### src/rtl/shift_seq_ctrl.sv
// Purpose: sequences one load strobe, then WIDTH shift strobes spaced GAP cycles apart, into an external left-shift register.
// Latency: load 1 cycle after accept, shift k at accept+2+k*(GAP+1), done 1 cycle after the last shift.
// Backpressure: in_ready is high only in IDLE, so words are accepted one at a time; abort returns to IDLE on the next cycle.
module shift_seq_ctrl #(
  parameter int WIDTH = 4,
  parameter int GAP   = 0
) (
  input  logic             clk,
  input  logic             rst,
  input  logic             in_valid,
  input  logic [WIDTH-1:0] in_data,
  output logic             in_ready,
  input  logic             abort,
  input  logic [WIDTH-1:0] sr_q,
  output logic             sr_load,
  output logic             sr_shift,
  output logic [WIDTH-1:0] sr_data,
  output logic             ser_bit,
  output logic             ser_valid,
  output logic             busy,
  output logic             done
);
  localparam int            CW       = $clog2(WIDTH + 1);
  localparam logic [CW-1:0] LAST_BIT = CW'(WIDTH);
  localparam logic [3:0]    GAP_LEN  = 4'(GAP);

  typedef enum logic [2:0] {S_IDLE, S_LOAD, S_SHIFT, S_GAP, S_DONE} state_t;

  state_t        state;
  logic [CW-1:0] bit_cnt;
  logic [CW-1:0] bit_cnt_inc;
  logic [3:0]    gap_cnt;
  logic [3:0]    gap_cnt_inc;
  logic          sr_q_unused;

  assign bit_cnt_inc = bit_cnt + CW'(1);
  assign gap_cnt_inc = gap_cnt + 4'd1;

  // Gated by rst so the producer never sees ready while the block is held in reset.
  assign in_ready = (state == S_IDLE) && !rst;

  // Only the MSB of the register leaves the device; the lower bits are observed for nothing.
  assign ser_bit     = ser_valid & sr_q[WIDTH-1];
  assign sr_q_unused = ^sr_q[WIDTH-2:0];

  always_ff @(posedge clk) begin
    if (rst) begin
      state     <= S_IDLE;
      bit_cnt   <= '0;
      gap_cnt   <= '0;
      sr_data   <= '0;
      sr_load   <= 1'b0;
      sr_shift  <= 1'b0;
      ser_valid <= 1'b0;
      busy      <= 1'b0;
      done      <= 1'b0;
    end else begin
      sr_load   <= 1'b0;
      sr_shift  <= 1'b0;
      ser_valid <= 1'b0;
      done      <= 1'b0;
      case (state)
        S_IDLE: begin
          if (in_valid) begin
            sr_data <= in_data;
            bit_cnt <= '0;
            state   <= S_LOAD;
            sr_load <= 1'b1;
            busy    <= 1'b1;
          end
        end
        S_LOAD: begin
          if (abort) begin
            state <= S_IDLE;
            busy  <= 1'b0;
          end else begin
            state     <= S_SHIFT;
            sr_shift  <= 1'b1;
            ser_valid <= 1'b1;
          end
        end
        S_SHIFT: begin
          bit_cnt <= bit_cnt_inc;
          if (abort) begin
            state <= S_IDLE;
            busy  <= 1'b0;
          end else if (bit_cnt_inc == LAST_BIT) begin
            state <= S_DONE;
            done  <= 1'b1;
          end else if (GAP > 0) begin
            state   <= S_GAP;
            gap_cnt <= '0;
          end else begin
            sr_shift  <= 1'b1;
            ser_valid <= 1'b1;
          end
        end
        S_GAP: begin
          gap_cnt <= gap_cnt_inc;
          if (abort) begin
            state <= S_IDLE;
            busy  <= 1'b0;
          end else if (gap_cnt_inc == GAP_LEN) begin
            state     <= S_SHIFT;
            sr_shift  <= 1'b1;
            ser_valid <= 1'b1;
          end
        end
        S_DONE: begin
          state <= S_IDLE;
          busy  <= 1'b0;
        end
        default: begin
          state <= S_IDLE;
          busy  <= 1'b0;
        end
      endcase
    end
  end

endmodule

### config.mk
export PLATFORM = sky130hd
export DESIGN_NAME = shift_seq_ctrl
export DESIGN_NICKNAME = d
export VERILOG_FILES = /design/src/rtl/shift_seq_ctrl.sv
export SDC_FILE = /design/constraint.sdc
export NUM_CORES = 1
export LEC_CHECK = 0
export ABC_AREA = 1
export BUFFER_PORTS_ARGS = -buffer_cell sky130_fd_sc_hd__buf_2
export CORE_AREA = 10 10 53 55
export CTS_CLUSTER_DIAMETER = 50
export DETAILED_ROUTE_END_ITERATION = 8
export DIE_AREA = 0 0 63 65
export GPL_TIMING_DRIVEN = 0
export HOLD_SLACK_MARGIN = 0.05
export PLACE_DENSITY = 0.69
export SLEW_MARGIN = 5
export SYNTH_ARGS = -nofsm -noshare
export SYNTH_HDL_FRONTEND = slang
export SYNTH_SLANG_ARGS = --single-unit
### constraint.sdc
create_clock -name clk -period 1.5 [get_ports clk]
set_input_delay 0.15 -clock clk [delete_from_list [all_inputs] [get_ports clk]]
set_output_delay 0.15 -clock clk [all_outputs]
set_load 0.005 [all_outputs]
[Yosys cells after proc, flatten, opt, wreduce, memory -nomap -nowiden]
Index checks and enable logic that the tools add are counted.
Cells by class
  eq/ne operators: 8
  muxes and demuxes: 20
  add/sub/neg operators: 2
  bitwise operators: 3
  reduce and logical (&&, ||, !) cells: 12
Operator list (number)
  $mux W3: 6
  $pmux W3 S4: 1
  $mux W1: 9
  $eq A3 B2 Y1 const B: 2
  $ne A3 B3 Y1 const B: 2
  $pmux W3 S2: 1
  $reduce_and A2 Y1: 3
  $reduce_or A3 Y1: 2
  $add A4 B1 Y4 const B: 1
  $logic_not A4 Y1: 1
  $add A3 B1 Y3 const B: 1
  $eq A3 B1 Y1 const B: 1
  $eq A3 B3 Y1 const B: 1
  $logic_not A3 Y1: 1
  $pmux W1 S3: 1
  $reduce_and A3 Y1: 1
  $mux W2: 1
  $ne A2 B1 Y1 const B: 1
  $ne A2 B2 Y1 const B: 1
  $not A1 Y1: 2
  $pmux W1 S2: 1
  $reduce_bool A2 Y1: 1
  $reduce_or A2 Y1: 1
  $and A1 B1 Y1: 1
  2 further kinds: 2
Storage, ports and cells
  register bits after elaboration: 18
  output and inout port bits: 11
  input bits: 12
  logic and storage cells: 53

[Longest topological paths before layout]
  word-level depth: 5
  gate-level depth with buffers: 8

[Worst setup path before layout]
Ideal clock, no wire load.
  path kind: reg2reg
  start point: reg bit_cnt[0]
  end point: reg state[1]
  setup slack: 0.401 ns
  buffers on the path: 0
  required time: 1.391 ns
  arrival time: 0.990 ns
  stages on the path, launching flop included: 8
  period minus slack after synthesis: 1.099 ns
  cell sequence: dfxtp_1 ha_1 xor2_1 nand2_1 nand2_1 nand3b_1 nand2_1 inv_1
On the way
  cells in the longest elaborated chain, start to end: 4
RTL lines
  start, declared: RTL line 30  | logic [CW-1:0] bit_cnt;
  start signal, assigned: RTL line 83  | bit_cnt <= bit_cnt_inc;
  $add A3 B1 Y3: RTL line 36  | assign bit_cnt_inc = bit_cnt + CW'(1);
  $eq A3 B3 Y1: RTL line 87  | end else if (bit_cnt_inc == LAST_BIT) begin
  $ne A3 B3 Y1 (no source line)
  $reduce_and A3 Y1 (no source line)
  end signal, assigned: RTL line 85  | state <= S_IDLE;
  end signal, assigned: RTL line 88  | state <= S_DONE;
  end signal, assigned: RTL line 91  | state <= S_GAP;
  end, declared: RTL line 29  | state_t state;
Every way passes these cells.
A chain may end at the register's enable or synchronous reset.

[Final worst setup path]
  start point: reg state[1]
  end point: out in_ready
On the way
  cells in the longest elaborated chain, start to end: 2
RTL lines
  start signal, assigned: RTL line 48  | state <= S_IDLE;
  start signal, assigned: RTL line 67  | state <= S_LOAD;
  start signal, assigned: RTL line 74  | state <= S_IDLE;
  $logic_not A3 Y1: RTL line 40  | assign in_ready = (state == S_IDLE) && !rst;
  $logic_and A1 B1 Y1: RTL line 40
  end, declared: RTL line 12  | output logic in_ready,
Every way passes these cells.

==> flow_summary.ini <==
[synth]
synthDistinctLibCells = 22
synth_edf_count = 0
netlist_area_um2 = 827
syn_avg_cell_area_um2 = 7.73
synth_ff_type = dfxtp_1
yosysTopAreaCell = dfxtp_1
synth_cells = 107
netlist.area_leader.share = 0.436
yosys-top-cells-count = dfxtp_1 (18), nand2_1 (17), inv_1 (15)
ys_seq_elements = 18
yosysWarnings = 0
seq_area_frac_synth = 0.436
synth_fp_nets = 122
async_flop_share = 0
ys_top_cells_by_area = dfxtp_1 (44%), nand2_1 (7.7%), inv_1 (6.8%)
yosysMostFrequentCell = dfxtp_1

[floorplan]
die_w_um = 63
core_area_mm2 = 0.00186
io_pins = 23
rows = 16
die_height_um = 65
dieArea_mm2 = 0.00410
initial_utilization = 0.444

[pwr]
power.density_mw_per_mm2 = 924
ir_worst_vdd_mv = 0.557
p_leak_nw = 0.497

[clock_network]
clk_path_buf_depth = 2
ctsResizeCount = 0
clkTransAtPathRegs_ns = 0.10
post-cts-setup-buffer-count = 0
cts_hold_buf = 0
cts_made_buffers = 3
clockRootBuffer = clkbuf_4
htreeDepth = 1
cts.sinks = 18
worstSkewPairLatency_ns = 0.29
cts_tree = yes

[final_layout]
area_delta_synth_final_pct = 17.7
final_util = 0.523
drive_above_1_share = 0.281
stdcell_count = 155
layout.nets = 145
n_antenna_cell = 0

[placed_design]
port_buffers = 18
dp_hpwl_um = 1290
place_inst = 152
place.gp.congestion = 0.742

[setup_path]
worst-r2r-cell-count = 7
worstSetupEndpointType = output pin
required_ns = 1.35
crit_path_top_delay_cell = dfxtp_1
startpoint_type = flip-flop
cp_cell_sequence = nor2_2 > nand2_2 > nor2_1 > buf_2
worstSetupPathType = reg2out
critPathMaxFanout = 3
max_stage_delay_ns = 0.34
cp.arrival_ns = 1.11

[grt]
overflow = 0
globalRouteTotalUtil = 0.0817
grt_pass1_vias = 704
grt_max_degree = 11
antenna_found_initial = 0
grt_pass1_wl_um = 2820

[flow_run]
cap_viol_max_count = 0

[routing]
vias_per_cell = 4.56
topRoutingLayerUsed = met4
route.met2.wl_um = 702
drt_wl_total_um = 1610
route.detailed.drc = 0
wl_per_cell_um = 10.4
wl_met1_um = 788
met3_length_um = 92
antenna_left = 0
dr.pass1.iters = 4
dr_total_vias = 707
drt_iter0_markers = 7

[sta]
drv_slew = 0
finalSetupViolCount = 0
worst_pin_slew_ns = 0.277
setup_tns_ns = 0
finClkSkew_ns = 0.00518
clock.fmax_ghz = 0.793
timing.final.crit_share = 0.841
slew_headroom = 0.815
finalHoldViolations = 0
min_period_ns = 1.26
rsz0062_at_grt = no

[min_path]
hold_depth = 3
hold_path_class = in2reg

[status]
status = finished clean
## routing by layer
metal / vias up / GRT usage
li1: 378 / -
met1: 307 / 0.0912
met2: 18 / 0.131
met3: 4 / 0.0292
met4: 0 / 0.0503
met5: - / 0
## power by group
part	total, mW	internal (mW)	leakage [nW]	switching [mW]
Sequential	0.520	0.504	0.147	0.0161
Combinational	0.146	0.0588	0.336	0.0871
Clock	0.233	0.0932	0.0138	0.140
## per-stage QoR
step                instance area [um2]  total power, mW  worst slack [ns]  hold WS [ns]
floorplan                           827            0.628             0.401         0.229
global placement                    951            0.675             0.329         0.374
detailed placement                  951            0.680             0.294         0.383
CTS                                 973            0.909             0.221        0.0798
global route                        973            0.947             0.152        0.0922
finish                              973            0.899             0.238        0.0785
## cells by family (layout without fill, tap and decap cells)
kind of cell,count (synthesis),count (layout),synth area share
buffers and inverters,21,42,0.107
flip-flops,18,18,0.436
adder cells (fa/ha/maj),3,3,0.0454
AND/OR/NAND/NOR,48,48,0.292
AO/OA/AOI/OAI,16,16,0.109
XOR/XNOR,1,1,0.0106
## registers in the layout, summed over array words and instances, names as in the netlist
register and cells:
gap_cnt 4, sr_load 1, bit_cnt 3, sr_data 4, done 1, ser_valid 1, state 3, busy 1
## path summary, 6_finish.rpt
check | start | end | slack, ns
setup reg to reg | bit_cnt[0]$_SDFFE_PP0P_ | state[1]$_SDFFE_PP0P_ | 0.28
setup / recovery | state[1]$_SDFFE_PP0P_ | in_ready | 0.24
hold / removal | in_data[0] | sr_data[0]$_SDFFE_PP0P_ | 0.08
hold reg to reg | bit_cnt[2]$_SDFFE_PP0P_ | bit_cnt[2]$_SDFFE_PP0P_ | 0.49
## placed cells by master (no fill, tap or decap)
cell	synthesis	routed
a21oi_1	6	6
a21oi_2	1	1
buf_2	0	18
buf_4	2	2
clkbuf_4	0	3
dfxtp_1	18	18
ha_1	3	3
inv_1	15	15
inv_2	3	3
inv_4	1	1
nand2_1	17	17
nand2_2	2	2
nand3_1	5	5
nand3b_1	1	1
nand4_1	1	1
nor2_1	14	14
nor2_2	3	3
nor2_4	2	2
nor2_8	1	1
nor4_1	2	2
o211ai_1	1	1
o21ai_0	7	7
o221ai_1	1	1
xor2_1	1	1
## critical path, delay by kind of cell, from the launching register on
family | cells | cell delay, ns
and+or+nand+nor | 3 | 0.37
DFF | 1 | 0.34
buffers and inverters | 1 | 0.12
## layout make-up
cell class | instances | area, um2
Fill cell | 208 | 888
Multi-Input combinational cell | 68 | 378
Sequential cell | 18 | 360
Timing Repair Buffer | 18 | 90.1
Inverter | 19 | 73.8
Tap cell | 27 | 33.8
Clock buffer | 3 | 22.5
Buffer | 2 | 15.0
(Power assumes the default switching activity.)
